<file path="config.mk">
export PLATFORM = sky130hd
export DESIGN_NAME = c2_serial_subtractor
export DESIGN_NICKNAME = d
export VERILOG_FILES = /design/src/rtl/c2_serial_subtractor.sv
export SDC_FILE = /design/constraint.sdc
export NUM_CORES = 1
export LEC_CHECK = 0
export BUFFER_PORTS_ARGS = -buffer_cell sky130_fd_sc_hd__buf_4
export CAP_MARGIN = 30
export CELL_PAD_IN_SITES_DETAIL_PLACEMENT = 1
export CELL_PAD_IN_SITES_GLOBAL_PLACEMENT = 1
export CORE_UTILIZATION = 40
export CTS_BUF_LIST = sky130_fd_sc_hd__clkbuf_16
export DETAILED_ROUTE_END_ITERATION = 10
export GPL_ROUTABILITY_DRIVEN = 0
export PLACE_DENSITY = 0.87
export SLEW_MARGIN = 25
export SYNTH_ARGS = -nofsm -noshare
export SYNTH_HDL_FRONTEND = slang
export SYNTH_SLANG_ARGS = --single-unit
</file>
<file path="constraint.sdc">
create_clock -name clk -period 2 [get_ports clk]
set_input_delay 0.4 -clock clk [delete_from_list [all_inputs] [get_ports clk]]
set_output_delay 0.4 -clock clk [all_outputs]
set_load 0.02 [all_outputs]
</file>
<file path="src/rtl/c2_serial_subtractor.sv">
// Bit-serial unsigned subtractor: computes i1 - i2 LSB first, one bit per clock.
// Result is packed as {borrow, difference}, matching the ripple-carry adder layout.
module c2_serial_subtractor #(
  parameter int unsigned size = 5
) (
  input  logic            clk,
  input  logic            rst,
  input  logic            start,
  input  logic [size-1:0] i1,
  input  logic [size-1:0] i2,
  output logic [size:0]   o,
  output logic            busy,
  output logic            done
);

  localparam int unsigned CntW = $clog2(size);

  typedef enum logic [0:0] {StIdle, StRun} state_e;

  state_e            state_q, state_d;
  logic [size-1:0]   a_q, a_d;
  logic [size-1:0]   b_q, b_d;
  logic [size-1:0]   diff_q, diff_d;
  logic              br_q, br_d;
  logic [CntW-1:0]   cnt_q, cnt_d;
  logic [size:0]     o_q, o_d;
  logic              busy_q, busy_d;
  logic              done_q, done_d;
  logic              d_bit;
  logic              br_next;

  always_comb begin
    state_d = state_q;
    a_d     = a_q;
    b_d     = b_q;
    diff_d  = diff_q;
    br_d    = br_q;
    cnt_d   = cnt_q;
    o_d     = o_q;
    busy_d  = busy_q;
    done_d  = 1'b0;

    d_bit   = a_q[0] ^ b_q[0] ^ br_q;
    br_next = (~a_q[0] & b_q[0]) | (~(a_q[0] ^ b_q[0]) & br_q);

    unique case (state_q)
      StIdle: begin
        if (start) begin
          a_d     = i1;
          b_d     = i2;
          br_d    = 1'b0;
          cnt_d   = '0;
          busy_d  = 1'b1;
          state_d = StRun;
        end
      end
      StRun: begin
        a_d    = a_q >> 1;
        b_d    = b_q >> 1;
        diff_d = {d_bit, diff_q[size-1:1]};
        br_d   = br_next;
        cnt_d  = cnt_q + 1'b1;
        // Last bit: publish the result including the bit computed this cycle.
        if (cnt_q == CntW'(size - 1)) begin
          o_d     = {br_next, d_bit, diff_q[size-1:1]};
          done_d  = 1'b1;
          busy_d  = 1'b0;
          state_d = StIdle;
        end
      end
      default: state_d = StIdle;
    endcase
  end

  always_ff @(posedge clk) begin
    if (rst) begin
      state_q <= StIdle;
      a_q     <= '0;
      b_q     <= '0;
      diff_q  <= '0;
      br_q    <= 1'b0;
      cnt_q   <= '0;
      o_q     <= '0;
      busy_q  <= 1'b0;
      done_q  <= 1'b0;
    end else begin
      state_q <= state_d;
      a_q     <= a_d;
      b_q     <= b_d;
      diff_q  <= diff_d;
      br_q    <= br_d;
      cnt_q   <= cnt_d;
      o_q     <= o_d;
      busy_q  <= busy_d;
      done_q  <= done_d;
    end
  end

  assign o    = o_q;
  assign busy = busy_q;
  assign done = done_q;

endmodule

</file>
==> reports/results.ini, run 1 <==
[outcome]
status=completed

[setup_path]
endpoint_kind=flop
crit-reg2reg-launch=cnt_q[0]$_SDFFE_PP0P_
regToRegEndpoint=o[5]$_SDFFE_PP0P_
path_class=reg -> reg
worst_ep_required_time_ns=2.18
r2r_cells=5
critPathLaunchType=flop
rrSetupSlack_ns=0.71
cp.arrival_ns=1.47
cp_max_fo=8

[sta]
finalSetupTns_ns=0
worst_slack_ns=0.711
layout_min_cycle_time_ns=1.29
worst_pin_slew_ns=0.341
slew_headroom=0.772
grt_setup_unrepaired=false
hold_violations=0
skew_ns=0.00180
maxSlewViolCount=0
period_share=0.645
setup_viol=0
fmax_mhz=776

[min_path]
hold_depth=3
min_path_type=in -> reg
min_to=a_q[4]$_SDFFE_PP0P_
holdCritStartpoint=i1[4]

[die]
start_util=0.427
dieArea_mm2=0.00319
rows=19
dieHeight_um=56.5
die_w_um=56.5
num_io_pins=21
core_region_area_mm2=0.00278

[cells_and_area]
fin_nets=160
drive_gt1_frac=0.203
fin_area_mm2=0.00139
n_antenna_cell=0
layout_common_cells=27 x dfxtp_1, 22 x buf_4, 20 x nand2_1
layout_commonest_cell=dfxtp_1
area_growth_pct=16.6

[global_routing]
grt_use_total=0.173
grt_pass1_vias=943
grt.overflow.total=0
grt_pass1_wl_mm=4.20
antenna_found_initial=0
grt_start_max_net_pins=28

[pwr]
power_density_mw_per_mm2=821
p_switching_uw=254
p_int_uw=883
p_leak_nw=0.582
finalPower_mw=1.14
seqPwrFrac=0.504
pwr-share-clk=0.395
pwr-share-comb=0.101
peakVddDrop_v=0.000530
swShare=0.224

[logic_synthesis]
synth_area_per_cell_um2=9.35
ys_warn_count=0
ys.flop_type=dfxtp_1
synth_area_mm2=0.00119
synth-seq-cells=27
synth_edf_count=0
seq_area_frac_synth=0.455
synth_nets=143
synth_cell_types=26
postSynthCellCount=127
synth-async-reset-ratio=0

[run]
maxCapViolCount=0

[clock_network]
postCtsSetupRepairBufs=0
cts_max_level=1
ctsLongestPathBuffers=2
clk_pin_slew_ns=0.06
cts-root-buf=clkbuf_16
clk_latency_ns=0.26
cts-resized-gates=0
cts_hold_buf=0
cts_made_buffers=3
cts_tree=done
clock_sinks=27

[place]
hpwl_mm=1.77
io_buffers=20
pre_cts_ws_ns=0.739
place_area_mm2=0.00131

[routing]
drt-pass1-iter-count=4
routed_via_density=5.14
drt_iter0_drc=7
ant_nets=0
wirelength_mm=2.54
routedWlPerCell_um=14.6
drcViolationCount=0
via_count=894

[power groups by stage]
stage               sequential (mW)  clock (mW)  combinational, mW
global route                  0.576       0.484              0.125
detailed placement            0.586           0              0.116
global placement              0.583           0              0.108
finish                        0.573       0.449              0.115
CTS                           0.574       0.459              0.117
floorplan                     0.581           0             0.0898
[logic make-up (layout without fill, tap and decap cells)]
group / count (synthesis) / count (layout) / share of synthesized area
compound gates: 20 / 20 / 0.0959
xor+xnor: 1 / 1 / 0.00738
fa+ha+maj: 3 / 3 / 0.0379
buf+inv: 14 / 30 / 0.0843
flops: 27 / 27 / 0.455
mux: 14 / 14 / 0.118
simple gates: 48 / 48 / 0.201
[per-stage QoR]
stage | hold slack (ns) | utilization | instances
after floorplan | 0.431 | - | 127
after global placement | 0.446 | 0.470 | 170
after detailed placement | 0.450 | 0.470 | 170
after CTS | 0.450 | 0.498 | 174
after global routing | 0.480 | 0.498 | 174
final | 0.454 | 0.498 | 174
[worst max-delay path, cell delays in order, from the launching register on]
cell	delay [ns]
dfxtp_1	0.33
inv_1	0.08
ha_1	0.19
and3_1	0.36
nor2_2	0.06
a211oi_2	0.20
[state kept, by name, indices dropped and copies added (netlist names)]
| register | count |
|---|---|
| cnt_q | 3 |
| busy | 1 |
| b_q | 5 |
| done | 1 |
| state_q | 1 |
| o | 6 |
| diff_q | 4 |
| a_q | 5 |
| br_q | 1 |
[Yosys cell counts (3+ instances only)]
library cell	instances	area share
a21oi_1	9	0.038
buf_2	4	0.017
buf_4	3	0.019
dfxtp_1	27	0.46
inv_1	4	0.013
mux2i_1	14	0.12
nand2_1	20	0.063
nor2_1	10	0.032
nor2b_1	6	0.032
nor3_1	3	0.013
nor3b_1	3	0.019
o21ai_0	6	0.025
[worst max-delay path by stage]
stage                               start                end  cells after the start
floorplan           cnt_q[0]$_SDFFE_PP0P_  o[5]$_SDFFE_PP0P_                      5
global placement    cnt_q[0]$_SDFFE_PP0P_  o[5]$_SDFFE_PP0P_                      5
detailed placement  cnt_q[0]$_SDFFE_PP0P_  o[5]$_SDFFE_PP0P_                      5
CTS                 cnt_q[0]$_SDFFE_PP0P_  o[5]$_SDFFE_PP0P_                      5
global route        cnt_q[0]$_SDFFE_PP0P_  o[2]$_SDFFE_PP0P_                      5
finish              cnt_q[0]$_SDFFE_PP0P_  o[5]$_SDFFE_PP0P_                      5
[per-layer routing]
metal / vias up / routed length (um) / part of all wire / track usage
met4: 0 / 42 / 0.017 / 0.0732
met2: 16 / 1320 / 0.52 / 0.297
li1: 449 / - / - / -
met1: 424 / 1110 / 0.44 / 0.208
met5: - / 0 / 0 / 0
met3: 5 / 66 / 0.026 / 0.0346
[cell type report]
cell class | instances | area [um2]
fillers | 317 | 1400
multi-input cells | 86 | 547
flip-flops and latches | 27 | 541
repair buffers | 22 | 165
clock buffers | 3 | 75.1
well taps | 31 | 38.8
inverters | 4 | 15.0
clock inverters | 1 | 3.75
(Power assumes the default switching activity.)
==> inputs of run 2 (changes only) <==
--- a/config.mk
+++ b/config.mk
@@ -5,15 +5,16 @@
 export SDC_FILE = /design/constraint.sdc
 export NUM_CORES = 1
 export LEC_CHECK = 0
+export ABC_AREA = 1
 export BUFFER_PORTS_ARGS = -buffer_cell sky130_fd_sc_hd__buf_4
 export CAP_MARGIN = 30
 export CELL_PAD_IN_SITES_DETAIL_PLACEMENT = 1
 export CELL_PAD_IN_SITES_GLOBAL_PLACEMENT = 1
-export CORE_UTILIZATION = 40
+export CORE_UTILIZATION = 38
 export CTS_BUF_LIST = sky130_fd_sc_hd__clkbuf_16
 export DETAILED_ROUTE_END_ITERATION = 10
 export GPL_ROUTABILITY_DRIVEN = 0
-export PLACE_DENSITY = 0.87
+export PLACE_DENSITY = 0.86
 export SLEW_MARGIN = 25
 export SYNTH_ARGS = -nofsm -noshare
 export SYNTH_HDL_FRONTEND = slang
==> constraint.sdc (replaced) <==
create_clock -name clk -period 1.3 [get_ports clk]
set_input_delay 0.26 -clock clk [delete_from_list [all_inputs] [get_ports clk]]
set_output_delay 0.26 -clock clk [all_outputs]
set_load 0.02 [all_outputs]
==> reports/results.ini, run 2 <==
[setup_path]
cp.arrival_ns=1.36  ; -0.11 ns
critPathLaunchType=flop
worst_ep_required_time_ns=1.48  ; -0.70 ns
regToRegEndpoint=br_q$_SDFFE_PP0P_
critPathSlowestCell=fa_1
crit_path_max_incr_delay_ns=0.38  ; +0.02 ns
r2r_cells=5  ; unchanged
crit_start=b_q[0]$_SDFFE_PP0P_
cp_max_fo=2  ; -6
crit_family=adder cells
crit_top_cell=inv_1
rrSetupSlack_ns=0.11  ; -0.60 ns
path_class=reg -> reg
cp_cell_sequence=inv_1 > fa_1 > inv_1 > nand2_1 > a21oi_1
endpoint_kind=flop
worst-path-buf-inv=2  ; +1
crit-reg2reg-launch=b_q[0]$_SDFFE_PP0P_

[global_routing]
grt.overflow.total=0  ; unchanged
grt_use_total=0.180  ; +0.00748
grt_pass1_vias=1029  ; +9.1%
grt_pass1_wl_mm=4.57  ; +8.9%
grt_start_max_net_pins=22  ; -21%
antenna_found_initial=0  ; unchanged

[sta]
layout_min_cycle_time_ns=1.19  ; -0.104 ns
worst_pin_slew_ns=0.345  ; +0.00428 ns
skew_ns=0.00298  ; +0.00118 ns
fmax_mhz=843  ; +8.7%
grt_setup_unrepaired=false
slew_headroom=0.770  ; -0.00288
setup_viol=0  ; unchanged
hold_violations=0  ; unchanged
period_share=0.912  ; +0.267
maxSlewViolCount=0  ; unchanged
finalSetupTns_ns=0  ; unchanged

[pwr]
p_leak_nw=0.687  ; +18%
finalPower_mw=1.75  ; +54%
power_density_mw_per_mm2=1280  ; +56%
peakVddDrop_v=0.000771  ; +46%

[min_path]
holdCritStartpoint=rst
min_path_type=in -> reg
hold_depth=2  ; -1
min_to=cnt_q[1]$_SDFFE_PP0P_

[logic_synthesis]
ys.flop_type=dfxtp_1
synth-simple-area-share=0.345  ; +0.144
synth_common_cells=49 x nand2_1, 27 x dfxtp_1, 22 x nand3_1
synth_cell_types=17  ; -35%
netlist.area_leader.share=0.469  ; +0.0138
synth-async-reset-ratio=0  ; unchanged
synth-seq-cells=27  ; unchanged
synth_nets=167  ; +17%
seq_area_frac_synth=0.469  ; +0.0138
synth_top_area_cell=dfxtp_1
muxShareOfSynthArea=0  ; -0.118
synth_area_mm2=0.00115  ; -3.0%
netlist_top_cells_area=dfxtp_1 47%, nand2_1 16%, nand3_1 9.6%
synth_top_family_by_area=simple AND/OR/NAND/NOR gates
synthAdderAreaFrac=0.0391  ; +0.00115
synth_area_per_cell_um2=7.63  ; -18%
synth_compound_area_frac=0.0434  ; -0.0525
synth-xor-area-share=0  ; -0.00738
postSynthCellCount=151  ; +19%
synth_edf_count=0  ; unchanged
yosysMostFrequentCell=nand2_1
ys_warn_count=0  ; unchanged

[cells_and_area]
largest_reg_flops=6  ; unchanged
drive_gt1_frac=0.178  ; -0.0253
layout_commonest_cell=nand2_1
n_fill_cell=353  ; +11%
area_growth_pct=18.9
layout_common_cells=49 x nand2_1, 26 x dfxtp_1, 22 x nand3_1
post-route-util=0.488  ; -0.00957
n_antenna_cell=0  ; unchanged
fin_nets=186  ; +16%

[die]
dieHeight_um=57.1  ; +1.0%
start_util=0.411  ; -0.0161
rows=19  ; unchanged
num_io_pins=21  ; unchanged
dieArea_mm2=0.00326  ; +2.1%
die_w_um=57.1  ; +1.0%
core_region_area_mm2=0.00281  ; +0.85%

[clock_network]
cts_tree=done
cts_hold_buf=0  ; unchanged
ctsLongestPathBuffers=2  ; unchanged
clk_pin_slew_ns=0.06  ; about the same
clk_latency_ns=0.26  ; about the same
cts-root-buf=clkbuf_16
clock_sinks=27  ; unchanged
cts_made_buffers=3  ; unchanged
cts_max_level=1  ; unchanged

[routing]
ant_nets=0  ; unchanged
routed_via_density=4.93  ; -4.1%
via_count=985  ; +10%
routedWlPerCell_um=13.3  ; -8.7%
wirelength_mm=2.66  ; +4.9%
drcViolationCount=2  ; +2
drt_iter0_drc=11  ; +4
drt-pass1-iter-count=7  ; +3

[outcome]
violations=design-rule violations
status=finished, violations left

[run]
maxCapViolCount=0  ; unchanged

[place]
hpwl_mm=1.83  ; +3.5%
io_buffers=20  ; unchanged

[run 2: cell count changes after synthesis, sizes merged, moves of 3 or more]
cell and delta:
a21oi -4, nand2 +29, nor3 -3, inv +12, o21ai -3, buf -3, nand3 +22, nor2b -8
nor3b -3, nor2 +4, mux2i -14
[run 2: cell type report]
type / count / area, um2 / share of cell area
inverters: 16 / 60.1 / 0.0438
clock inverters: 1 / 3.75 / 0.00274
repair buffers: 21 / 158 / 0.115
flip-flops and latches: 27 / 542 / 0.395
multi-input cells: 101 / 493 / 0.360
well taps: 31 / 38.8 / 0.0283
clock buffers: 3 / 75.1 / 0.0548
[run 2: what timing repair did]
action / 4_1_cts / 5_1_grt
setup endpoints to repair: 0 / 3
resized for setup: 0 / 1
setup buffers: 0 / 0
[run 2: worst max-delay path by stage]
stage | endpoint | slack (ns) | cells after the start
after CTS | a_q[1]$_SDFFE_PP0P_ | 0.06 | 6
after global routing | o[1]$_SDFFE_PP0P_ | 0.04 | 6
after detailed placement | a_q[1]$_SDFFE_PP0P_ | 0.1 | 6
final | br_q$_SDFFE_PP0P_ | 0.11 | 5
after floorplan | diff_q[4]$_SDFFE_PP0P_ | 0.23 | 4
after global placement | b_q[3]$_SDFFE_PP0P_ | 0.17 | 6
[run 2: power by group]
part,switching (mW),leakage [nW],internal (mW)
clock,0.262,0.0423,0.411
combinational,0.110,0.424,0.0732
sequential,0.0283,0.221,0.866
total,0.401,0.687,1.35
[run 2: cells by family after synthesis]
family	Yosys count
buffers and inverters	23
flip-flops	27
AO/OA/AOI/OAI	10
AND/OR/NAND/NOR	88
adder cells (fa/ha/maj)	3
[run 2: per-stage QoR]
stage          cells  area (um2)  hold WS (ns)  worst slack (ns)
2_1_floorplan    151        1150         0.329             0.229
3_3_place_gp     196        1290         0.436             0.172
5_1_grt          200        1370         0.241            0.0398
3_5_place_dp     196        1290         0.439            0.0959
4_1_cts          200        1370         0.233            0.0617
6_report         200        1370         0.241             0.114
[run 2: worst register-to-register path, delay by kind of cell, from the launching register on]
family                     cells  cell delay, ns
DFF                            1            0.34
buffers and inverters          2            0.15
AOI/OAI and AO/OA              1            0.19
adders and majority gates      1            0.38
and+or+nand+nor                1            0.05
[run 2: per-layer routing]
layer	global-route usage	up-vias	wire (um)
met5	0	-	0
met4	0.0209	0	15
met3	0.0499	2	88
met2	0.350	19	1510
met1	0.200	461	1050
li1	-	503	-
==> inputs of run 3 (changes only) <==
--- a/config.mk
+++ b/config.mk
@@ -8,13 +8,11 @@
 export ABC_AREA = 1
 export BUFFER_PORTS_ARGS = -buffer_cell sky130_fd_sc_hd__buf_4
 export CAP_MARGIN = 30
-export CELL_PAD_IN_SITES_DETAIL_PLACEMENT = 1
-export CELL_PAD_IN_SITES_GLOBAL_PLACEMENT = 1
-export CORE_UTILIZATION = 38
+export CORE_UTILIZATION = 40
 export CTS_BUF_LIST = sky130_fd_sc_hd__clkbuf_16
 export DETAILED_ROUTE_END_ITERATION = 10
 export GPL_ROUTABILITY_DRIVEN = 0
-export PLACE_DENSITY = 0.86
+export PLACE_DENSITY = 0.72
 export SLEW_MARGIN = 25
 export SYNTH_ARGS = -nofsm -noshare
 export SYNTH_HDL_FRONTEND = slang
==> reports/results.ini, run 3 (synthesis gave the netlist of run 2 again) <==
[outcome]
status=completed

[cells_and_area]
instances_no_fill=201  ; +0.50%
largest_reg_flops=6  ; unchanged
drive_gt1_frac=0.182  ; +0.00484
layout_common_cells=49 x nand2_1, 27 x dfxtp_1, 22 x nand3_1, 22 x buf_4, 14 x inv_1
layout_commonest_cell=nand2_1
fin_area_mm2=0.00138  ; +0.55%
fin_nets=187  ; +0.54%
post-route-util=0.504  ; +0.0155
n_fill_cell=272  ; -23%
n_antenna_cell=0  ; unchanged
area_growth_pct=19.5

[setup_path]
worst-path-buf-inv=1  ; -1
critPathLaunchType=flop
crit_path_max_incr_delay_ns=0.47  ; +0.09 ns
endpoint_kind=flop
cp.arrival_ns=1.30  ; -0.06 ns
regToRegEndpoint=diff_q[4]$_SDFFE_PP0P_
cp_cell_sequence=inv_1 > fa_1 > nor2_1 > nor2_1
crit_top_cell=nor2_1
path_class=reg -> reg
critPathSlowestCell=fa_1
worst_ep_required_time_ns=1.45  ; -0.03 ns
r2r_cells=4  ; -1
rrSetupSlack_ns=0.16  ; +0.04 ns
crit-reg2reg-launch=b_q[0]$_SDFFE_PP0P_
cp_max_fo=2  ; unchanged
crit_family=adder cells

[clock_network]
cts_tree=done
cts_hold_buf=0  ; unchanged
cts_max_level=1  ; unchanged
cts-resized-gates=0  ; unchanged
clk_latency_ns=0.26  ; about the same
cts_made_buffers=3  ; unchanged
cts-root-buf=clkbuf_16
ctsLongestPathBuffers=2  ; unchanged
clock_sinks=27  ; unchanged
clk_pin_slew_ns=0.06  ; about the same
postCtsSetupRepairBufs=0  ; unchanged

[pwr]
power_density_mw_per_mm2=1270  ; -0.48%
p_switching_uw=396  ; -1.1%
p_int_mw=1.36  ; +0.40%
peakVddDrop_v=0.000921  ; +19%
pwr-share-comb=0.103  ; -0.002
pwr-share-clk=0.391  ; +0.007
finalPower_mw=1.75  ; about the same
swShare=0.226  ; -0.00258
p_leak_nw=0.691  ; +0.50%
seqPwrFrac=0.507  ; -0.004

[min_path]
hold_depth=2  ; unchanged
min_to=a_q[4]$_SDFFE_PP0P_
min_path_type=in -> reg
holdCritStartpoint=rst

[routing]
ant_nets=0  ; unchanged
wirelength_mm=2.07  ; -22%
drt-pass1-iter-count=4  ; -3
via_count=949  ; -3.7%
routed_via_density=4.72  ; -4.1%
drt_iter0_drc=18  ; +7
routedWlPerCell_um=10.3  ; -23%
drcViolationCount=0  ; -2

[place]
hpwl_mm=1.50  ; -18%
dp.cells=197  ; +0.51%
place_area_mm2=0.00130  ; +0.58%
io_buffers=20  ; unchanged
pre_cts_ws_ns=0.185  ; +0.0891 ns

[die]
dieHeight_um=55.7  ; -2.4%
core_region_area_mm2=0.00273  ; -2.5%
start_util=0.422  ; +0.0107
rows=19  ; unchanged
dieArea_mm2=0.00310  ; -4.8%
die_w_um=55.7  ; -2.4%
num_io_pins=21  ; unchanged

[global_routing]
antenna_found_initial=0  ; unchanged
grt_pass1_vias=931  ; -9.5%
grt_pass1_wl_mm=3.75  ; -18%
grt_use_total=0.149  ; -0.0317
grt_start_max_net_pins=22  ; unchanged
grt.overflow.total=0  ; unchanged

[sta]
skew_ns=0.00220  ; -0.000776 ns
fmax_mhz=876  ; +3.9%
setup_viol=0  ; unchanged
finalSetupTns_ns=0  ; unchanged
period_share=0.878  ; -0.0344
slew_headroom=0.770  ; about the same
hold_violations=0  ; unchanged
grt_setup_unrepaired=false
hold_slack_ns=0.232  ; -0.00830 ns
worst_pin_slew_ns=0.345  ; -0.000232 ns
worst_slack_ns=0.159  ; +0.0447 ns
layout_min_cycle_time_ns=1.14  ; -0.0447 ns
maxSlewViolCount=0  ; unchanged

[run]
maxCapViolCount=0  ; unchanged

[run 3: changes by cell type in the layout (fill, tap and decap cells not counted), sizes merged]
cell    before  now
inv         17   16
buf         21   22
clkinv       0    1
[run 3: power groups by stage]
stage	Sequential (mW)	Clock (mW)	Combinational [mW]
floorplan	0.903	0	0.135
global placement	0.904	0	0.174
detailed placement	0.907	0	0.182
CTS	0.888	0.702	0.183
global route	0.892	0.728	0.208
finish	0.888	0.684	0.180
[run 3: worst max-delay path by stage]
stage / end / startpoint / depth (start not counted) / slack (ns)
final: diff_q[4]$_SDFFE_PP0P_ / b_q[0]$_SDFFE_PP0P_ / 4 / 0.16
after floorplan: diff_q[4]$_SDFFE_PP0P_ / b_q[0]$_SDFFE_PP0P_ / 4 / 0.23
after global routing: o[5]$_SDFFE_PP0P_ / cnt_q[0]$_SDFFE_PP0P_ / 6 / 0.07
after global placement: diff_q[4]$_SDFFE_PP0P_ / b_q[0]$_SDFFE_PP0P_ / 4 / 0.21
after CTS: diff_q[4]$_SDFFE_PP0P_ / b_q[0]$_SDFFE_PP0P_ / 4 / 0.15
after detailed placement: o[5]$_SDFFE_PP0P_ / cnt_q[0]$_SDFFE_PP0P_ / 6 / 0.19
[run 3: area by class of cell]
cell class / count / area [um2] / share of cell area
tap: 31 / 38.8 / 0.0282
clock inverter: 1 / 5.00 / 0.00363
multi-input combinational: 101 / 493 / 0.358
clock buffer: 3 / 75.1 / 0.0545
timing repair buffer: 22 / 165 / 0.120
sequential: 27 / 541 / 0.392
inverter: 16 / 60.1 / 0.0436
[run 3: per-layer routing]
layer | track usage | wire (um)
met1 | 0.172 | 924
met2 | 0.270 | 1040
met3 | 0.0349 | 88
met4 | 0.0429 | 21
met5 | 0 | 0
